<file path="src/rtl/evt_sort_queue_pkg.sv">
// Shared widths and key helper for the sorted event queue.
package evt_sort_queue_pkg;
    localparam int DATA_W    = 16;
    localparam int KEY_W     = 14;
    localparam int ID_W      = 2;
    localparam int DEPTH_DEF = 16;

    typedef logic [DATA_W-1:0] evt_t;
    typedef logic [KEY_W-1:0]  key_t;

    // Timestamp key sits above the LP id; ordering looks at the key only.
    function automatic key_t evt_key(evt_t e);
        return e[ID_W +: KEY_W];
    endfunction
endpackage

</file>
<file path="src/rtl/evt_sort_queue_if.sv">
// Enqueue/dequeue handshake and status bus for evt_sort_queue.
interface evt_sort_queue_if #(
    parameter int DATA_W = 16,
    parameter int DEPTH  = 16
);
    localparam int CNT_W = $clog2(DEPTH + 1);

    logic              enq;
    logic              deq;
    logic [DATA_W-1:0] inp_data;
    logic [DATA_W-1:0] out_data;
    logic [CNT_W-1:0]  count;
    logic              full;
    logic              empty;
    logic              ovf_err;
    logic              udf_err;

    modport master (
        output enq, deq, inp_data,
        input  out_data, count, full, empty, ovf_err, udf_err
    );

    modport slave (
        input  enq, deq, inp_data,
        output out_data, count, full, empty, ovf_err, udf_err
    );
endinterface

</file>
<file path="src/rtl/evt_sort_queue_cell.sv">
// One slot of the sorted array: picks its next entry from itself, a
// neighbour or the new event, steered by the thermometer compare bits.
module evt_sort_cell #(
    parameter int DATA_W  = 16,
    parameter bit IS_HEAD = 1'b0
) (
    input  logic [DATA_W-1:0] cur,
    input  logic [DATA_W-1:0] below,
    input  logic [DATA_W-1:0] above,
    input  logic [DATA_W-1:0] new_ent,
    input  logic              do_ins,
    input  logic              do_shift,
    input  logic              cmp_lo,    // thermometer bit of slot below (0 at head)
    input  logic              cmp_self,  // 1: new key goes at or below this slot
    input  logic              cmp_hi,    // thermometer bit of slot above (1 past top)
    output logic [DATA_W-1:0] nxt
);
    // Next-entry select; with shift+insert the array is viewed one slot lower.
    always_comb begin
        nxt = cur;
        unique case ({do_ins, do_shift})
            2'b10: begin
                if (!cmp_self)    nxt = cur;
                else if (!cmp_lo) nxt = new_ent;
                else              nxt = below;
            end
            2'b01: nxt = above;
            2'b11: begin
                if (IS_HEAD ? cmp_hi : (cmp_hi & ~cmp_self)) nxt = new_ent;
                else if (cmp_self)                           nxt = cur;
                else                                         nxt = above;
            end
            default: nxt = cur;
        endcase
    end
endmodule

</file>
<file path="src/rtl/evt_sort_queue.sv">
// Sorted event queue: register array with slot 0 as the smallest key,
// single-cycle insert/remove chosen by a parallel thermometer compare.
module evt_sort_queue
    import evt_sort_queue_pkg::*;
#(
    parameter int DEPTH  = DEPTH_DEF,
    parameter int DATA_W = evt_sort_queue_pkg::DATA_W
) (
    input  logic CLK,
    input  logic rst_n,
    evt_sort_queue_if.slave bus
);
    localparam int CNT_W = $clog2(DEPTH + 1);

    logic [DEPTH-1:0][DATA_W-1:0] slot_q, slot_d;
    logic [DEPTH+1:0][DATA_W-1:0] ext;     // zero-padded neighbours
    logic [DEPTH+1:0]             thermo;  // 0 at bottom, 1 past the top
    logic [CNT_W-1:0]             cnt_q, cnt_d;
    logic                         full_q, empty_q, ovf_q, udf_q;
    logic                         do_ins, do_shift;
    key_t                         new_key;

    assign new_key  = evt_key(bus.inp_data);
    // A deq on a full queue frees the slot the enq needs.
    assign do_shift = bus.deq & ~empty_q;
    assign do_ins   = bus.enq & (~full_q | do_shift);

    assign ext[0]          = '0;
    assign ext[DEPTH+1]    = '0;
    assign thermo[0]       = 1'b0;
    assign thermo[DEPTH+1] = 1'b1;

    genvar g;
    generate
        for (g = 0; g < DEPTH; g++) begin : g_slot
            assign ext[g+1] = slot_q[g];
            // Strict greater-than so equal keys stay in arrival order;
            // empty slots always compare as "larger".
            assign thermo[g+1] = (CNT_W'(g) >= cnt_q) ||
                                 (evt_key(slot_q[g]) > new_key);

            evt_sort_cell #(.DATA_W(DATA_W), .IS_HEAD(g == 0)) u_cell (
                .cur      (slot_q[g]),
                .below    (ext[g]),
                .above    (ext[g+2]),
                .new_ent  (bus.inp_data),
                .do_ins   (do_ins),
                .do_shift (do_shift),
                .cmp_lo   (thermo[g]),
                .cmp_self (thermo[g+1]),
                .cmp_hi   (thermo[g+2]),
                .nxt      (slot_d[g])
            );
        end
    endgenerate

    assign cnt_d = cnt_q + CNT_W'(do_ins) - CNT_W'(do_shift);

    // Array, count, flags and sticky errors; all outputs come from here.
    always_ff @(posedge CLK) begin
        if (!rst_n) begin
            slot_q  <= '0;
            cnt_q   <= '0;
            full_q  <= 1'b0;
            empty_q <= 1'b1;
            ovf_q   <= 1'b0;
            udf_q   <= 1'b0;
        end else begin
            slot_q  <= slot_d;
            cnt_q   <= cnt_d;
            full_q  <= (cnt_d == CNT_W'(DEPTH));
            empty_q <= (cnt_d == '0);
            if (bus.enq && full_q && !bus.deq) ovf_q <= 1'b1;
            if (bus.deq && empty_q)            udf_q <= 1'b1;
        end
    end

    assign bus.out_data = slot_q[0];
    assign bus.count    = cnt_q;
    assign bus.full     = full_q;
    assign bus.empty    = empty_q;
    assign bus.ovf_err  = ovf_q;
    assign bus.udf_err  = udf_q;
endmodule

</file>
<file path="src/flat_wrapper.sv">
// flat-port wrapper written by rule: the top's interface ports become plain ports
module evt_sort_queue_flat import evt_sort_queue_pkg::*;
#(
    parameter int DEPTH  = DEPTH_DEF,
    parameter int DATA_W = evt_sort_queue_pkg::DATA_W
)
  (CLK, rst_n, bus_enq, bus_deq, bus_inp_data, bus_out_data, bus_count, bus_full, bus_empty, bus_ovf_err, bus_udf_err);
  evt_sort_queue_if #(.DATA_W(DATA_W), .DEPTH(DEPTH)) bus_i ();
  input  logic CLK;
  input  logic rst_n;
  input wire logic [$bits(bus_i.enq)-1:0] bus_enq;
  input wire logic [$bits(bus_i.deq)-1:0] bus_deq;
  input wire logic [$bits(bus_i.inp_data)-1:0] bus_inp_data;
  output wire logic [$bits(bus_i.out_data)-1:0] bus_out_data;
  output wire logic [$bits(bus_i.count)-1:0] bus_count;
  output wire logic [$bits(bus_i.full)-1:0] bus_full;
  output wire logic [$bits(bus_i.empty)-1:0] bus_empty;
  output wire logic [$bits(bus_i.ovf_err)-1:0] bus_ovf_err;
  output wire logic [$bits(bus_i.udf_err)-1:0] bus_udf_err;
  assign bus_i.enq = bus_enq;
  assign bus_i.deq = bus_deq;
  assign bus_i.inp_data = bus_inp_data;
  assign bus_out_data = bus_i.out_data;
  assign bus_count = bus_i.count;
  assign bus_full = bus_i.full;
  assign bus_empty = bus_i.empty;
  assign bus_ovf_err = bus_i.ovf_err;
  assign bus_udf_err = bus_i.udf_err;
  evt_sort_queue #(.DEPTH(DEPTH), .DATA_W(DATA_W)) u_core (.CLK(CLK), .rst_n(rst_n), .bus(bus_i));
endmodule
</file>
<file path="config.mk">
export PLATFORM = sky130hd
export DESIGN_NAME = evt_sort_queue_flat
export DESIGN_NICKNAME = d
export VERILOG_FILES = /design/src/rtl/evt_sort_queue_pkg.sv /design/src/rtl/evt_sort_queue_if.sv /design/src/rtl/evt_sort_queue_cell.sv /design/src/rtl/evt_sort_queue.sv /design/src/flat_wrapper.sv
export SDC_FILE = /design/constraint.sdc
export NUM_CORES = 1
export LEC_CHECK = 0
export ABC_AREA = 0
export BUFFER_PORTS_ARGS = -buffer_cell sky130_fd_sc_hd__clkbuf_2
export CORE_MARGIN = 4
export CORE_UTILIZATION = 65
export DETAILED_ROUTE_END_ITERATION = 16
export PLACE_DENSITY = 0.82
export SLEW_MARGIN = 5
export SYNTH_ARGS = -nofsm -noshare
export SYNTH_HDL_FRONTEND = slang
export SYNTH_SLANG_ARGS = --single-unit
</file>
<file path="constraint.sdc">
create_clock -name CLK -period 12.1 [get_ports CLK]
set_clock_uncertainty 0.1 [all_clocks]
set_input_delay 1.815 -clock CLK [delete_from_list [all_inputs] [get_ports CLK]]
set_output_delay 1.815 -clock CLK [all_outputs]
set_load 0.005 [all_outputs]
</file>
==> results by group <==
Detailed routing
  • Routed via count: 22000
  • Routed Wire Length: 81.1 mm
  • Routed wire per std cell: 28.3 microns
  • DR DRC count: 0
  • Post-route ant nets: 0
  • First drt pass iteration count: 10
  • Via/cell ratio: 7.67
  • Initial drt markers: 3103

Run status
  • Status: finished, final reports clean

STA
  • Final Cycle Share: 53.2%
  • Endpoints failing hold: 0
  • Slew Limit Fails: 0
  • Unrepaired setup endpoints after global routing: false
  • Final count of negative-setup-slack endpoints: 0
  • Slew HR: 9.74%
  • Max Clock Freq: 155 MHz
  • Setup TNS: 0 ps
  • Min cycle time layout: 6430 ps
  • Slew at the pin closest to its max-slew limit: 1350 ps

Worst hold path
  • Hold crit path type: reg -> reg
  • Hold_sp: u_core.bus.ovf_err

Synthesis
  • Mapped Avg Cell Area: 8.12 sq um
  • Post-synthesis adder-cell area fraction: 14.6%
  • Cells after synthesis: 2532
  • #FFs+latches synth: 265
  • Seq/Total Area, Yosys: 25.8%
  • Largest family of logic cells by synthesized area: compound AO/OA/AOI/OAI gates
  • Synth Area in Simple Gates: 13.6%
  • Synth Net Count: 2791
  • Async set or reset register ratio after synthesis: 0%
  • Synthesized cell area: 0.0206 sq mm
  • Compound-Gate Fraction of Synth Area: 32.4%
  • Xor/xnor share of the synthesized area: 0.128%
  • Distinct cells, synth: 91
  • Mux cell area share after synthesis: 7.75%
  • Post-synth EDFFs: 0
  • Most used flip-flop cell after synthesis: dfxtp_1
  • Yosys warns: 0

Critical path
  • CP Launch Point: bus_inp_data[11]
  • Reg-to-Reg Start: u_core.bus.count[4]
  • Crit path buf inv count: 3
  • Setup crit end kind: register
  • CP top delay family: compound AO/OA/AOI/OAI gates
  • WS Path Type: in -> reg
  • Worst path cell trace: clkbuf_2, clkinv_1, buf_4, ha_1, a21oi_1, o21ai_0, a221oi_1, a21oi_1, o21ai_0, a22o_1, nand2_1, o22ai_1
  • R2r setup slk: 7420 ps
  • Critical-path top delay cell: a22o_1
  • Worst path max stage delay: 750 ps
  • Worst endpoint required time: 12480 ps
  • Startpoint Class: input pin
  • Critical path peak fanout: 17
  • CP arrival: 6810 ps

Floorplanning
  • Rows: 64
  • Die span in y: 186 microns
  • I/O pins: 45
  • Full die area: 0.0345 sq mm
  • Initial Utilization: 66.5%
  • Die W: 186 microns
  • Placeable Area: 0.0309 sq mm

GRT
  • Initial antenna violation count: 3
  • Tot GR Track Use: 45.5%
  • First-pass GRT wire length: 123 mm
  • Gr ovfl total: 0
  • Vias in the first global route: 20900
  • Largest net degree at the start of global routing: 141

Pwr
  • PD cells: 295 mW/mm^2
  • Total Power: 6.42 mW
  • Peak VDD IR: 206 uV
  • Leak: 8.81 nW

Clocking
  • Clock Path Buffers: 3
  • Clock slew at reported path FFs: 60 ps
  • Post-CTS Setup Bufs: 0
  • Clk root buf: clkbuf_16
  • TritonCTS buffer count: 30
  • Hold-fix buffers, CTS: 0
  • Post-CTS resize count: 0
  • TritonCTS clock tree: built
  • Clock H-tree levels: 1
  • CTS Sinks: 265
  • Worst skew pair latency: 590 ps

Final layout
  • Footprint of the multi-input gates: 0.0141 sq mm
  • Seq. cell area: 0.00531 sq mm
  • Nets: 2709
  • Filler cell count: 2526
  • Synth-to-layout area growth: 6.09%
  • Share of cells above drive strength 1: 10.1%
  • Final Non-Filler Cells: 2869

Job
  • Maxcap violations: 0

Placed design
  • GP Congestion: 1.01
  • Post-DP HPWL: 54.5 mm
  • Port bufs: 44
  • # placed instances: 2814
metal layers:
layer  global-route usage, %  wire length (microns)  up-vias
met5                       0                      0        -
met4                    29.7                   6640        0
met3                    12.8                  10200      499
met2                    68.8                  34300     1714
met1                    56.6                  30000    10200
li1                        -                      -     9560
sequential cells by signal, summed over array words and instances (netlist names):
signal / count
u_core.bus.out_data: 16
u_core.bus.full: 1
u_core.bus.ovf_err: 1
u_core.bus.empty: 1
u_core.bus.count: 5
u_core.bus.udf_err: 1
u_core.ext: 240
metrics by stage:
stage	area (sq um)	hold slack [ps]	utilization [%]	setup slack, ps
4_1_cts	21800	368	70.5	5920
2_1_floorplan	20600	349	-	6940
6_report	21800	365	70.5	5670
5_1_grt	21800	396	70.5	5590
3_3_place_gp	20800	346	67.2	5340
3_5_place_dp	20800	352	67.2	5350
logic make-up after synthesis:
group / Yosys count
buffers and inverters: 279
multiplexers: 151
AND/OR/NAND/NOR: 603
adder cells (fa/ha/maj): 239
XOR/XNOR: 3
AO/OA/AOI/OAI: 992
flip-flops: 265
cells in the mapped netlist (26+ instances only):
master    count  area, sq um
o21ai_0     206         1030
inv_1        61          229
dfxtp_1     265         5310
mux2_2       65          732
nand2_1     234          878
ha_1        238         2980
a211oi_1     41          308
buf_2        31          155
o22ai_1      84          526
nand4_1      36          225
a22o_1       43          377
mux2i_1      86          861
nor2_1      126          473
a22oi_1      46          345
a221oi_1     32          280
a21o_1       37          278
clkbuf_1    130          488
a21oi_1     211         1060
a221o_1      26          260
a31oi_1      85          532
nand3_1      84          420
nor3_1       26          130
final timing paths:
| path | endpoint | cells past startpoint |
|---|---|---|
| worst max-delay path | u_core.ext[246] | 12 |
| worst min-delay path | u_core.bus.ovf_err | 2 |
| worst max register to register | u_core.ext[98] | 9 |
| worst min register to register | u_core.bus.ovf_err | 2 |
power breakdown:
part	internal, mW	leakage [nW]	total (mW)	switching, mW
Sequential	1.25	2.18	1.89	0.633
Combinational	1.39	6.14	3.57	2.18
Clock	0.562	0.492	0.964	0.402
placed cells by master, fill, tap and decap left out, drive strengths merged, types with 15 or more instances in the layout:
cell | Yosys | final
o21ai | 213 | 213
o22ai | 84 | 84
nor3 | 28 | 28
a21o | 37 | 37
o31ai | 15 | 15
nor2 | 128 | 128
dfxtp | 265 | 265
buf | 72 | 45
clkinv | 15 | 16
a22o | 43 | 43
a221o | 26 | 26
a221oi | 32 | 32
a21oi | 213 | 213
nand2b | 21 | 21
o221ai | 20 | 20
nand2 | 235 | 235
mux2 | 65 | 65
or2 | 17 | 17
clkbuf | 130 | 91
nand3 | 84 | 84
o211ai | 15 | 15
a211oi | 41 | 41
nand4 | 36 | 36
mux2i | 86 | 86
a32oi | 17 | 17
a22oi | 47 | 47
a31oi | 89 | 89
ha | 238 | 238
inv | 62 | 63
area by class of cell:
class / instances / area share [%]
Tap cell: 396 / 2.27
Clock buffer: 48 / 4.26
Timing Repair Buffer: 88 / 2.59
Antenna cell: 2 / 0.0230
Multi-Input combinational cell: 1988 / 64.8
Sequential cell: 265 / 24.3
Inverter: 77 / 1.33
Clock inverter: 5 / 0.356
tightest hold or removal path: stages (launching register included):
cell and delay (ps):
dfxtp_1 320, a31oi_1 40, nor2_1 70
(Power assumes the default switching activity.)
